<file path="config.mk">
export PLATFORM = sky130hd
export DESIGN_NAME = seq_packer
export DESIGN_NICKNAME = d
export VERILOG_FILES = /design/src/rtl/seq_packer.sv
export SDC_FILE = /design/constraint.sdc
export NUM_CORES = 1
export LEC_CHECK = 0
export CORE_MARGIN = 2
export CORE_UTILIZATION = 30
export DETAILED_ROUTE_END_ITERATION = 8
export GPL_TIMING_DRIVEN = 1
export SLEW_MARGIN = 40
export SYNTH_ARGS = -nofsm -noshare
export SYNTH_HDL_FRONTEND = slang
export SYNTH_SLANG_ARGS = --single-unit
export TNS_END_PERCENT = 20
</file>
<file path="constraint.sdc">
create_clock -name clk -period 2.95 [get_ports clk]
set_clock_uncertainty 0.05 [all_clocks]
set_input_delay 0.295 -clock clk [delete_from_list [all_inputs] [get_ports clk]]
set_output_delay 0.295 -clock clk [all_outputs]
set_load 0.02 [all_outputs]
</file>
<file path="src/rtl/seq_packer.sv">
// rtl/seq_packer.sv - packs 2-bit DNA bases into 3-bit slot SRAM words; optional overflow guard: SEQ_PACKER_OVF_EN
module seq_packer #(
    parameter int DNA_PER_WORD    = 8,
    parameter int SRAM_WORD_WIDTH = 3 * DNA_PER_WORD,
    parameter int SRAM_ADDR_BIT   = 10
) (
    input  logic                       clk,
    input  logic                       rst_n,
    input  logic                       start_i,
    input  logic [1:0]                 base_i,
    input  logic                       base_valid_i,
    input  logic                       seg_end_i,
    input  logic                       seq_last_i,
    output logic                       ready_o,
    output logic                       wreq_o,
    input  logic                       wgrant_i,
    output logic [SRAM_ADDR_BIT-1:0]   waddr_o,
    output logic [SRAM_WORD_WIDTH-1:0] wdata_o,
    output logic                       busy_o,
    output logic                       done_o,
    output logic                       ovf_o
);

    localparam int SW = $clog2(DNA_PER_WORD);
    localparam logic [2:0] END_CODE = 3'b000;
    localparam logic [2:0] BRK_CODE = 3'b001;

    typedef enum logic [1:0] {S_IDLE, S_PACK, S_TERM, S_FLUSH} state_t;

    state_t                         state;
    // slot 0 lives in the top element so the word reads MSB-first
    logic [DNA_PER_WORD-1:0][2:0]   pack_word;
    logic [DNA_PER_WORD-1:0][2:0]   nxt_word;
    logic [DNA_PER_WORD-1:0][2:0]   hand_word;
    logic [SW-1:0]                  slot;
    logic [SW-1:0]                  nxt_slot;
    logic [SW-1:0]                  idx0;
    logic [SW-1:0]                  idx1;
    logic                           pack_full;
    logic                           pend_end;
    logic [SRAM_ADDR_BIT-1:0]       next_addr;
    logic                           accept;
    logic                           step_term;
    logic                           complete;
    logic                           has_end;
    logic                           defer;
    logic                           can_hand;
    logic                           handoff;
    logic                           drop;

    // a full word waiting for the write register blocks new bases
    assign ready_o   = (state == S_PACK) && !pack_full;
    assign accept    = base_valid_i && ready_o;
    assign step_term = (state == S_TERM) && !pack_full;
    assign can_hand  = !wreq_o || wgrant_i;
    assign handoff   = (pack_full || complete) && can_hand;
    assign hand_word = pack_full ? pack_word : nxt_word;
    assign idx0      = SW'(DNA_PER_WORD - 1) - slot;
    assign idx1      = idx0 - SW'(1);

`ifdef SEQ_PACKER_OVF_EN
    localparam logic [SRAM_ADDR_BIT-1:0] ADDR_MAX = '1;
    logic top_used;
    logic ovf_q;
    // the last address is usable once; anything after it is dropped
    assign drop  = ovf_q || ((next_addr == ADDR_MAX) && top_used);
    assign ovf_o = ovf_q;
`else
    assign drop  = 1'b0;
    assign ovf_o = 1'b0;
`endif

    // next contents of the word under construction for this cycle
    always_comb begin
        nxt_word = pack_word;
        nxt_slot = slot;
        complete = 1'b0;
        has_end  = 1'b0;
        defer    = 1'b0;
        if (accept) begin
            nxt_word[idx0] = {1'b1, base_i};
            if (slot == SW'(DNA_PER_WORD - 1)) begin
                complete = 1'b1;
                defer    = seq_last_i || seg_end_i;
            end else if (seq_last_i) begin
                nxt_word[idx1] = END_CODE;
                complete       = 1'b1;
                has_end        = 1'b1;
            end else if (seg_end_i) begin
                nxt_word[idx1] = BRK_CODE;
                if (slot == SW'(DNA_PER_WORD - 2)) begin
                    complete = 1'b1;
                end else begin
                    nxt_slot = slot + SW'(2);
                end
            end else begin
                nxt_slot = slot + SW'(1);
            end
        end else if (step_term) begin
            nxt_word                 = '0;
            nxt_word[DNA_PER_WORD-1] = pend_end ? END_CODE : BRK_CODE;
            if (pend_end) begin
                complete = 1'b1;
                has_end  = 1'b1;
            end else begin
                nxt_slot = SW'(1);
            end
        end
    end

    // control FSM, pack register, write register and address counter
    always_ff @(posedge clk or negedge rst_n) begin
        if (!rst_n) begin
            state     <= S_IDLE;
            pack_word <= '0;
            slot      <= '0;
            pack_full <= 1'b0;
            pend_end  <= 1'b0;
            next_addr <= '0;
            wreq_o    <= 1'b0;
            waddr_o   <= '0;
            wdata_o   <= '0;
            busy_o    <= 1'b0;
            done_o    <= 1'b0;
`ifdef SEQ_PACKER_OVF_EN
            top_used  <= 1'b0;
            ovf_q     <= 1'b0;
`endif
        end else begin
            done_o <= 1'b0;

            if (handoff) begin
                wdata_o <= hand_word;
                waddr_o <= next_addr;
                wreq_o  <= !drop;
`ifdef SEQ_PACKER_OVF_EN
                if (drop) begin
                    ovf_q <= 1'b1;
                end else if (next_addr == ADDR_MAX) begin
                    top_used <= 1'b1;
                end else begin
                    next_addr <= next_addr + 1'b1;
                end
`else
                next_addr <= next_addr + 1'b1;
`endif
            end else if (wreq_o && wgrant_i) begin
                wreq_o <= 1'b0;
            end

            if (handoff) begin
                pack_word <= '0;
                slot      <= '0;
                pack_full <= 1'b0;
            end else if (complete) begin
                pack_word <= nxt_word;
                pack_full <= 1'b1;
            end else if (accept || step_term) begin
                pack_word <= nxt_word;
                slot      <= nxt_slot;
            end

            case (state)
                S_IDLE: begin
                    if (start_i) begin
                        state     <= S_PACK;
                        busy_o    <= 1'b1;
                        pack_word <= '0;
                        slot      <= '0;
                        pack_full <= 1'b0;
                        next_addr <= '0;
`ifdef SEQ_PACKER_OVF_EN
                        top_used  <= 1'b0;
                        ovf_q     <= 1'b0;
`endif
                    end
                end
                S_PACK, S_TERM: begin
                    if (complete) begin
                        if (has_end) begin
                            state <= S_FLUSH;
                        end else if (defer) begin
                            state    <= S_TERM;
                            pend_end <= seq_last_i;
                        end else begin
                            state <= S_PACK;
                        end
                    end else if (step_term) begin
                        state <= S_PACK;
                    end
                end
                S_FLUSH: begin
                    if (!pack_full && can_hand) begin
                        done_o <= 1'b1;
                        busy_o <= 1'b0;
                        state  <= S_IDLE;
                    end
                end
                default: state <= S_IDLE;
            endcase
        end
    end

endmodule

</file>
Yosys cells after proc, flatten, opt, wreduce, memory -nomap -nowiden
Cells that the tools add are included.
Storage, ports and cells
  output and inout port bits: 39
  word-level logic and storage cells: 124
  bits in registers: 78
Cells by class
  reductions and logical operators: 21
  bitwise gates (word level): 6
  $lt $le $gt $ge: 4
  muxes and demuxes: 62
  add/sub/neg operators: 5
  equality and inequality tests: 8
Operators with widths (number)
  $mux W24: 11
  $mux W3: 14
  $mux W10: 3
  $and A24 B24 Y24: 1
  $bwmux W24: 1
  $not A24 Y24: 1
  $mux W1: 23
  $demux W3 S3: 2
  $and A16 B16 Y16: 1
  $not A16 Y16: 1
  $mux W2: 6
  $add A10 B1 Y10 const B: 1
  $logic_and A1 B1 Y1: 8
  $lt A3 B4 Y1 const B: 2
  $or A8 B8 Y8: 1
  $eq A3 B3 Y1 const B: 2
  $ge A3 B1 Y1 const B: 2
  $pmux W2 S3: 1
  $reduce_and A3 Y1: 2
  $eq A2 B2 Y1 const B: 2
  $logic_or A1 B1 Y1: 4
  $ne A2 B2 Y1 const B: 2
  $reduce_and A4 Y1: 1
  $reduce_bool A2 Y1: 2
  other kinds (11): 12

Logic depth before layout (Yosys ltp)
Gate-level depths: netlist of run 1.
  word-level depth: 17
  mapped depth: 10
  depth with buffers taken out: 6

Worst setup path before layout of run 1
No wires, ideal clock.
  path kind: reg-to-reg
  start: register slot[0]
  end: register waddr_o[3]
  arrival: 2.483 ns
  stages on the path, launching flop included: 10
  setup slack: 0.290 ns
  clock period less this slack: 2.660 ns
  setup time: 0.128 ns
  data required time: 2.772 ns
  cells stage by stage: dfrtp_1 clkbuf_1 clkbuf_1 inv_1 ha_1 a311oi_1 o221ai_2 nand2_1 buf_2 mux2_1
Between the ends
  word-level cells in the longest chain between the ends: 8
Ends and longest elaborated chain
  from (decl): RTL line 35  | logic [SW-1:0] slot;
  from (signal assigned): RTL line 160  | slot <= nxt_slot;
  $eq A3 B3 Y1: RTL line 91  | if (slot == SW'(DNA_PER_WORD - 2)) begin
  $mux W1: RTL line 91
  $mux W1: RTL line 89  | end else if (seg_end_i) begin
  $mux W1: RTL line 85  | end else if (seq_last_i) begin
  $mux W1 (*): RTL line 82  | if (slot == SW'(DNA_PER_WORD - 1)) begin
  $mux W1 (*): RTL line 80  | if (accept) begin
  $logic_or A1 B1 Y1 (*): RTL line 56  | assign handoff = (pack_full || complete) && can_hand;
  $logic_and A1 B1 Y1 (*): RTL line 56
  to (signal assigned): RTL line 134  | waddr_o <= next_addr;
  to (decl): RTL line 17  | output logic [SRAM_ADDR_BIT-1:0] waddr_o,
Every way passes the cells marked *; elsewhere a longest branch is shown, timed or not.
A chain may end at the register's enable or synchronous reset.

Worst setup path after layout of run 1
  start: register slot[1]
  end: register wdata_o[15]
Between the ends
  word-level cells in the longest chain between the ends: 12
Ends and longest elaborated chain
  $sub A3 B3 Y3: RTL line 58  | assign idx0 = SW'(DNA_PER_WORD - 1) - slot;
  $sub A3 B1 Y3 (tied with other cells): RTL line 59  | assign idx1 = idx0 - SW'(1);
  $lt A3 B4 Y1 (implied by the code) (tied with other cells): RTL line 86, 90
  $logic_and A1 B1 Y1 (implied by the code) / $mux W3 (equally long branches): RTL line 86, 90, 81
  $mux W3 (implied by the code) / $demux W3 S3 (equally long branches): RTL line 86, 90, 81
  $demux W3 S3 / $bwmux W24 (equally long branches): RTL line 86, 90, 81
  $or A8 B8 Y8 (no source line) / $not A24 Y24 (equally long branches)
  $mux W24 / $and A24 B24 Y24 (equally long branches)
  $mux W24: RTL line 85
  $mux W24: RTL line 82
  $mux W24: RTL line 80
  $mux W24: RTL line 57  | assign hand_word = pack_full ? pack_word : nxt_word;
  to (signal assigned): RTL line 133  | wdata_o <= hand_word;
  to (decl): RTL line 18  | output logic [SRAM_WORD_WIDTH-1:0] wdata_o,
Parallel ways exist; a longest one is shown, timed or not.

==> results.md, run 1 <==
* Yosys Warn Count at 0
* Share of the synthesized area in the top cell type at 46.9%
* CTS sink cnt at 78
* Total number of vias at between 3k and 4k
* Crit Reg-Reg Endpoint: wdata_o[15]
* Vias in the first global route at between 3k and 4k
* I/O Buffers at between 40 and 50
* Mux share of post-synthesis cell area at 7.06%
* Cell Pwr Density at between 900 and 1000 nW/um2
* Dpl hpwl at approximately 7300 um
* Initial core utilization at roughly 30%
* Post-synth top area cell: dfrtp_1
* Cell with the most instances after synthesis: dfrtp_1
* Setup TNS at 0 ns
* Synth area leaders: dfrtp_1, a21oi_1, mux2_1
* Critical Path Start: slot[1]
* Critical path class: register to register
* Pin count of the biggest net entering global routing at 79
* Clock slew at reported path FFs at about 0.060 ns
* Layout cells sized above 1 at 7.49%
* Ys async rst share at 100%
* Worst setup SP type: register
* Post-Place Cells at 630
* Worst r2r path cells at 7
* Max frequency at 378 MHz
* Final non-filler cell total at 647
* Post-CTS Setup Inserts at 0
* Via density at between 5 and 6
* Pleak at around 2.2 nW
* Antenna Nets Post-Route at 0
* Top cells by count, synth: dfrtp_1, a21oi_1, nand2_1
* Pre-CTS setup slack at around 0.33 ns
* Crit path required time at ~3.1 ns
* Initial antenna violation count at 0
* Avg Cell Area, Syn at slightly below 10 um2
* Netlist cell types at 61
* Actual slew at the worst max-slew pin at around 0.77 ns
* Area of the multi-input gates at approximately 2100 um2
* Status: finished, final reports clean
* Fin. Hold Viols at 0
* Setup crit end kind: register
* Wirelength, routed at between 10000 and 15000 um
* Critical Path End: wdata_o[15]
* Main combinational cell family by area after synthesis: compound AO/OA/AOI/OAI gates
* Post-Syn Instances at about 420
* Global-route wire length before repair at 17800 um
* Die W at 122 um
* Core ar. at 13700 um2
* Adder-cell share of the synthesized area at under 10%
* Syn Nets at ~440
* Post-synth EDFFs at 0
* Hold Path Class: register to register
* Total chip power at 5.16 mW
* WP data arrival at between 2 and 3 ns
* Die area at approximately 15000 um2
* Worst slew margin at approximately half
* Post-synthesis simple-gate area fraction at a little under a fifth
* GRT overflow at 0
* Fin crit share at roughly nine tenths
* Area growth from synthesis to layout at 24.3%
* Die Y at about 120 um
* Drt drc at 0
* Min Tclk post-route at between 2 and 3 ns
* Synth Area in Compound Gates at just under 20%
* # rows at 43
* FILL cells at ~1.4k
* I/O pin count at 48
* FF-to-FF setup slack at around 0.3 ns
* DRT iter0 DRCs at between 300 and 400
* CTS Root Cell: clkbuf_16
* FF+latch area at roughly 2000 um2
* Post-route setup slack at 0.306 ns
* Htree depth at 3
* GRT Overall Usage at around 15%
* Max-cap violations at 0
* RSZ-0062 raised after global routing: false
* CTS Buf Count at 9
* Slew Viols, Final at 0
* Post-CTS Resized at 0
* # diodes at 0
* Yosys reg bits at 78
* Post-Synthesis Cell Area at roughly 4200 um2
* Fin nets at slightly below 500
* First-pass DRT Iterations at 5
* Clk buf depth at 2
* Insertion delay of the later-clocked pin in the worst-skew pair at roughly 0.34 ns
* Seq/Total Area, Yosys at between 40% and 50%
* Final Setup Violations at 0
* CP max FO at 20
* XOR/XNOR Fraction of Synth Area at 0%
* GPL Wtd Cong at about 0.88
* Post-synth top flop: dfrtp_1
* Max rail drop VDD at 0.451 mV
* CTS tree: built
* Avg WL per Cell at approximately 16 um
* Reg-to-Reg Start: slot[1]
-- routing by layer --
metal / part of all wire, % / track usage [%] / up-vias / wire, um
met3: 5.1 / 4.17 / 16 / 541
met4: 1.8 / 6.03 / 0 / 191
met2: 47 / 24.0 / 107 / 5040
li1: - / - / 1667 / -
met1: 46 / 20.0 / 1724 / 4870
met5: 0 / 0 / - / 0
-- state kept, by name, indices dropped and copies added, names as in the netlist --
register	cells
slot	3
pend_end	1
busy_o	1
done_o	1
state	2
next_addr	10
pack_full	1
wdata_o	24
pack_word	24
wreq_o	1
waddr_o	10
-- cell usage in the layout (no fill, tap or decap), types with 7 or more instances in the layout --
cell type / instances
clkdlybuf4s50_1: 45
nor3_1: 11
mux2i_1: 8
nor2_1: 12
nand2b_1: 12
and3b_1: 7
nor2b_1: 15
nand4_1: 9
nand2_1: 23
o21ai_0: 15
ha_1: 12
buf_4: 12
dfrtp_1: 78
clkbuf_16: 9
a31oi_1: 19
a21oi_1: 39
nand3_1: 22
inv_1: 9
o21ai_1: 8
mux2_1: 17
-- final cells by class --
class / count / share of cell area, %
repair buffers: 59 / 10.9
inverters: 9 / 0.653
clock buffers: 13 / 5.03
flip-flops and latches: 78 / 37.7
multi-input cells: 305 / 39.7
clock inverters: 3 / 1.74
well taps: 180 / 4.35
-- worst min path at each step --
stage / slack [ns] / startpoint / endpoint / depth (start not counted)
after floorplan: -0.05 / rst_n / busy_o / 0
after global placement: 0.42 / waddr_o[8] / waddr_o[8] / 1
after detailed placement: 0.34 / rst_n / waddr_o[5] / 1
after CTS: 0.45 / wdata_o[10] / wdata_o[10] / 1
after global routing: 0.46 / waddr_o[8] / waddr_o[8] / 1
final: 0.44 / wdata_o[17] / wdata_o[17] / 1
-- stage by stage --
step	area (um2)	util, %	hold WS [ns]
5_1_grt	5180	37.7	0.455
3_3_place_gp	4800	35.0	0.423
2_1_floorplan	4160	-	-0.0506
6_report	5180	37.7	0.439
3_5_place_dp	4820	35.1	0.338
4_1_cts	5180	37.7	0.446
-- where the power goes --
group	switching [mW]	total, mW	internal, mW
Sequential	0.225	1.61	1.38
Combinational	1.34	2.26	0.921
Clock	0.421	1.29	0.873
-- worst max-delay path, cell delays in order, from the launching register on --
cell and delay, ns:
dfrtp_1 0.47, ha_1 0.25, ha_1 0.25, a311o_1 0.38, a221oi_2 0.46, nor2_1 0.08
buf_4 0.23, mux2_1 0.34
-- cells by family (layout without fill, tap and decap cells) --
logic type,count (synthesis),count (layout)
buffers and inverters,39,84
DFF,78,78
and+or+nand+nor,137,137
muxes,27,27
adders and majority gates,12,12
AOI/OAI and AO/OA,128,128
other,1,1
-- repair_timing --
action,4_1_cts,5_1_grt
endpoints found under the setup margin,0,0
endpoints found under the hold margin,78,0
hold buffers,1,0
No activity file was read; power rests on OpenSTA's default activity.
==> inputs of run 2 (changes only) <==
--- a/config.mk
+++ b/config.mk
@@ -7,3 +7,3 @@
 export LEC_CHECK = 0
-export CORE_MARGIN = 2
+export CORE_MARGIN = 8
 export CORE_UTILIZATION = 30
--- a/constraint.sdc
+++ b/constraint.sdc
@@ -4,2 +4,2 @@
 set_output_delay 0.295 -clock clk [all_outputs]
-set_load 0.02 [all_outputs]
+set_load 0.005 [all_outputs]
==> run 2 against run 1 <==
Effect of this change:
- critical path depth did not move
- setup slack got worse by 0.082 ns
- worst hold slack worse by 0.0022 ns
- design area fell by 0.19%
- clock-buffer cell count shrank 3
- sequential power is essentially flat
- wire length up 7.4%
- die area up 21%
- critical path type unchanged
- critical endpoint is now waddr_o[6]
==> results.md, run 2 (synthesis results as in run 1) <==
* Status: finished, final reports clean
* Setup crit end kind: register
* CTS sink cnt at between 70 and 80
* Final Setup Violations at 0
* Initial core utilization at a little under a third
* Critical Path Start: slot[1]
* Max rail drop VDD at 0.366 mV
* Commonest non-fill, non-tap cell in the layout: dfrtp_1
* Final Util at between 30 and 40%
* Largest registers: pack_word x24, wdata_o x24
* CTS Root Cell: clkbuf_16
* Die Y at roughly 130 um
* Hold_sp: waddr_o[7]
* Total chip power at 4.84 mW
* Pleak at approximately 2.2 nW
* Insertion delay of the later-clocked pin in the worst-skew pair at 0.34 ns
* Actual slew at the worst max-slew pin at 0.718 ns
* Max frequency at about 370 MHz
* CP dominant cell by count: ha_1
* Area growth from synthesis to layout at 24.1%
* # rows at between 40 and 50
* Core ar. at 13700 um2
* GRT overflow at 0
* Layout cells sized above 1 at under 10%
* Hold Path Class: register to register
* First-pass DRT Iterations at 5
* Setup TNS at 0 ns
* Cell Pwr Density at roughly 940 nW/um2
* Fin. Hold Viols at 0
* Avg WL per Cell at roughly 18 um
* Htree depth at 3
* Die area at 17900 um2
* CTS Buf Count at 9
* Post-Place Cells at 634
* WP data arrival at around 2.9 ns
* Most frequent cells in the layout: dfrtp_1, clkdlybuf4s50_1, a21oi_1
* Critical path class: register to register
* Antenna Nets Post-Route at 0
* Clk buf depth at 2
* I/O pin count at 48
* Global-route wire length before repair at 18300 um
* Max-cap violations at 0
* I/O Buffers at 46
* Wirelength, routed at around 11000 um
* Total number of vias at approximately 3.6k
* Clock slew at reported path FFs at approximately 0.070 ns
* Post-CTS Setup Inserts at 0
* CTS tree: built
* # diodes at 0
* Post-route setup slack at 0.224 ns
* CP Cell Sequence: ha_1 -> ha_1 -> buf_4 -> a311oi_1 -> o221ai_2 -> nand2_1 -> mux2_1
* Final non-filler cell total at 651
* Slowest cell delay on critical path at approximately 0.48 ns
* Die W at approximately 130 um
* Fin crit share at between 90% and 100%
* Min Tclk post-route at ~2.7 ns
* Crit-path slowest cell: a311oi_1
* Crit path required time at 3.12 ns
* GPL Wtd Cong at approximately 0.9
* Reg-to-Reg Start: slot[1]
* GRT Overall Usage at approximately an eighth
* Initial antenna violation count at 0
* Slew Viols, Final at 0
* Drt drc at 0
* Vias in the first global route at 3518
* RSZ-0062 raised after global routing: false
* Worst slew margin at a little over half
* DRT iter0 DRCs at around 290
* Via density at between 5 and 6
* Pin count of the biggest net entering global routing at around 80
* Worst setup SP type: register
* Fin nets at a little under 500
* Pre-CTS setup slack at 0.257 ns
* Dpl hpwl at approximately 7900 um
* CP max FO at 15
## run 2: changes by cell type in the layout (fill, tap and decap cells not counted)
| cell | before | now |
|---|---|---|
| buf_4 | 12 | 16 |
| clkinvlp_4 | 0 | 1 |
| inv_6 | 0 | 2 |
| nor2_2 | 0 | 1 |
| clkbuf_1 | 2 | 0 |
| nor2_1 | 12 | 11 |
| clkinv_4 | 0 | 1 |
| clkinv_2 | 0 | 1 |
| clkbuf_8 | 2 | 1 |
| bufinv_16 | 3 | 1 |
## run 2: worst paths after layout
path | endpoint | slack [ns] | depth (start not counted)
max in group asynchronous | busy_o | 1.84 | 2
hold reg to reg | waddr_o[7] | 0.44 | 1
min in group asynchronous | next_addr[5] | 0.48 | 2
hold / removal | waddr_o[7] | 0.44 | 1
setup / recovery | waddr_o[6] | 0.22 | 7
setup reg to reg | waddr_o[6] | 0.22 | 7
## run 2: metal layers
metal	GRT usage (%)	vias up	part of all wire [%]
li1	-	1665	-
met1	16.1	1783	44
met2	19.6	123	47
met3	4.19	18	7.1
met4	4.30	0	1.7
met5	0	-	0
## run 2: cell type report
class | instances | area [um2]
sequential | 78 | 1950
multi-input combinational | 305 | 2060
fill | 1376 | 8550
timing repair buffer | 63 | 592
clock buffer | 10 | 239
clock inverter | 6 | 68.8
tap | 180 | 225
inverter | 9 | 33.8
## run 2: worst max-delay path: cells and delay by family, from the launching register on
kind | cells | cell delay (ns)
and+or+nand+nor | 1 | 0.43
AOI/OAI and AO/OA | 2 | 0.67
muxes | 1 | 0.38
adders and majority gates | 2 | 0.43
buffers and inverters | 1 | 0.19
DFF | 1 | 0.46
## run 2: repair_timing
item,CTS,global route
hold endpoints to repair,78,0
resized for setup,0,0
hold buffers,1,0
## run 2: per-stage QoR
stage | instance area, um2 | hold WS (ns)
after floorplan | 4160 | -0.0506
after global routing | 5170 | 0.457
after global placement | 4830 | 0.422
after CTS | 5160 | 0.443
after detailed placement | 4840 | 0.332
final | 5170 | 0.437
## run 2: where the power goes
group	switching, mW	internal, mW	total [mW]	leakage (nW)
clock network	0.465	0.684	1.15	0.149
registers	0.231	1.38	1.61	1.03
logic	1.15	0.930	2.08	1.02
==> inputs of run 3 (changes only) <==
- RECOVER_POWER: unset -> 50
==> run 3 against run 2 <==
Effect of this change:
- the run now ends with capacitance limit, slew limit left
- clock-buffer cell count did not move
- wire length fell by 0.13%
- non-clock buffer count did not move
- critical path depth unchanged
- total power decreased by 0.58%
- combinational power is essentially flat
- global-route usage is the same
- sequential power about the same
- first-iteration DRC count is 3.1% lower
- clock power hardly changed
==> results.md, run 3 (synthesis results as in run 1) <==
* Hold Path Class: register to register
* Vias in the first global route at 3518
* Slowest cell delay on critical path at 0.48 ns
* Post-DP Area at 4840 um2
* Sequential Power Share at about a third
* Violated checks: capacitance limit, slew limit
* Crit Reg-Reg Endpoint: waddr_o[6]
* Global-route wire length before repair at between 15000 and 20000 um
* Antenna Nets Post-Route at 0
* Crit path required time at approximately 3.1 ns
* Final Util at a little under two fifths
* Worst r2r path cells at 7
* Htree depth at 3
* FF-to-FF setup slack at 0.22 ns
* Max rail drop VDD at 0.355 mV
* Initial antenna violation count at 0
* Slew Viols, Final at 79
* Area growth from synthesis to layout at 23.8%
* Fin nets at roughly 490
* Worst setup SP type: register
* Top Family by Delay on Critical Path: compound AO/OA/AOI/OAI gates
* CP dominant cell by count: ha_1
* Wirelength, routed at about 11000 um
* Die Y at between 100 and 150 um
* Post-CTS Resized at 0
* Most frequent cells in the layout: dfrtp_1, a21oi_1, clkdlybuf4s50_1
* Final non-filler cell total at around 650
* Max-cap violations at 1
* Top routing layer in use: met4
* # diodes at 0
* Fin crit share at between 90 and 100%
* GRT overflow at 0
* Hold slack at 0.432 ns
* Total number of vias at between 3k and 4k
* # rows at between 40 and 50
* Via density at 5.54
* Pin count of the biggest net entering global routing at between 70 and 80
* Setup TNS at 0 ns
* WP data arrival at about 2.9 ns
* Dpl hpwl at 7870 um
* Initial core utilization at a little under a third
* GPL Wtd Cong at 0.885
* CTS Buf Count at 9
* I/O pin count at 48
* Detail Route met2 WL at 5380 um
* Fin. Hold Viols at 0
* Commonest non-fill, non-tap cell in the layout: dfrtp_1
* Clock share of power at about a quarter
* Post-Place Cells at between 600 and 700
* Clk buf depth at 2
* First-pass DRT Iterations at 7
* WL met3 at 817 um
* FILL cells at around 1.4k
* Largest registers: pack_word x24, wdata_o x24
* Sw power at roughly 1.8 mW
* RSZ-0062 raised after global routing: false
* Buf/Inv on CP at 1
* Comb power frac at 42.7%
* Sink of the worst hold path: waddr_o[7]
* GRT Overall Usage at between 10% and 20%
* Status: finished, violations left
* Post-Route M1 WL at between 5000 and 6000 um
* Setup crit end kind: register
* Cell Pwr Density at ~930 nW/um2
* Crit-path slowest cell: a311oi_1
* Hold_sp: waddr_o[7]
* Sw Ratio at 38.3%
* Design area at a little over 5000 um2
* Core ar. at about 14000 um2
* Die W at approximately 130 um
* Final Setup Violations at 0
* CP max FO at 15
* CP Cell Sequence: ha_1 -> ha_1 -> buf_4 -> a311oi_1 -> o221ai_2 -> nand2_1 -> mux2_1
* Critical path class: register to register
* CTS sink cnt at 78
* Actual slew at the worst max-slew pin at ~1.9 ns
* CTS Root Cell: clkbuf_16
* Worst slew margin at -26.8%
* Internal at about 3 mW
* Reg-to-Reg Start: slot[1]
* DRT iter0 DRCs at between 200 and 300
* Clock slew at reported path FFs at 0.07 ns
* Max frequency at 367 MHz
* Drt drc at 0
* Layout cells sized above 1 at just under 9%
* Min Tclk post-route at 2.73 ns
* Avg WL per Cell at between 15 and 20 um
* Pleak at around 2.2 nW
* Insertion delay of the later-clocked pin in the worst-skew pair at ~0.34 ns
* I/O Buffers at 46
* Die area at between 15000 and 20000 um2
* Hold Path Stages at 1
* CTS tree: built
## run 3: changes by cell type in the layout (fill, tap and decap cells not counted)
cell and change:
dlygate4sd3_1 +18, buf_4 -1, clkdlybuf4s50_1 -18, clkbuf_2 +1
buf_6 -1, clkbuf_1 +1
## run 3: stage by stage
| stage | setup WS [ns] | power, mW |
|---|---|---|
| final | 0.222 | 4.81 |
| after global routing | 0.0242 | 5.12 |
| after CTS | 0.217 | 4.86 |
| after detailed placement | 0.257 | 3.69 |
| after global placement | 0.326 | 3.66 |
| after floorplan | 0.290 | 2.82 |
## run 3: worst max path at each step
stage / from / end / cells past startpoint
after floorplan: slot[0] / waddr_o[3] / 9
after detailed placement: slot[1] / waddr_o[6] / 7
final: slot[1] / waddr_o[6] / 7
after global placement: slot[1] / waddr_o[1] / 7
after CTS: slot[1] / waddr_o[6] / 7
after global routing: slot[1] / waddr_o[6] / 7
## run 3: final cells by class
cell class / instances / area, um2 / area share, %
multi-input cells: 305 / 2060 / 39.9
flip-flops and latches: 78 / 1950 / 37.9
repair buffers: 63 / 582 / 11.3
clock buffers: 10 / 239 / 4.63
well taps: 180 / 225 / 4.37
clock inverters: 6 / 68.8 / 1.33
inverters: 9 / 33.8 / 0.655
## run 3: power by group through the flow
stage	clock, mW	sequential [mW]	combinational (mW)
finish	1.15	1.61	2.05
floorplan	0	1.58	1.24
global placement	0	1.62	2.04
global route	1.22	1.65	2.25
CTS	1.17	1.61	2.08
detailed placement	0	1.62	2.07
## run 3: layer usage
| metal | GRT usage (%) | vias to the layer above |
|---|---|---|
| li1 | - | 1668 |
| met1 | 16.1 | 1780 |
| met2 | 19.6 | 135 |
| met4 | 4.30 | 0 |
| met3 | 4.19 | 21 |
| met5 | 0 | - |
## run 3: timing repair
item | in CTS | in global routing
endpoints found under the hold margin | 78 | 0
setup buffers | 0 | 0
hold buffers | 1 | 0
setup endpoints to repair | 0 | 0
## run 3: worst reg2reg max path: cells and delay by family (launching register included)
family | cells | cell delay (ns)
compound gates | 2 | 0.67
fa+ha+maj | 2 | 0.43
buf+inv | 1 | 0.19
flops | 1 | 0.46
mux | 1 | 0.38
simple gates | 1 | 0.43
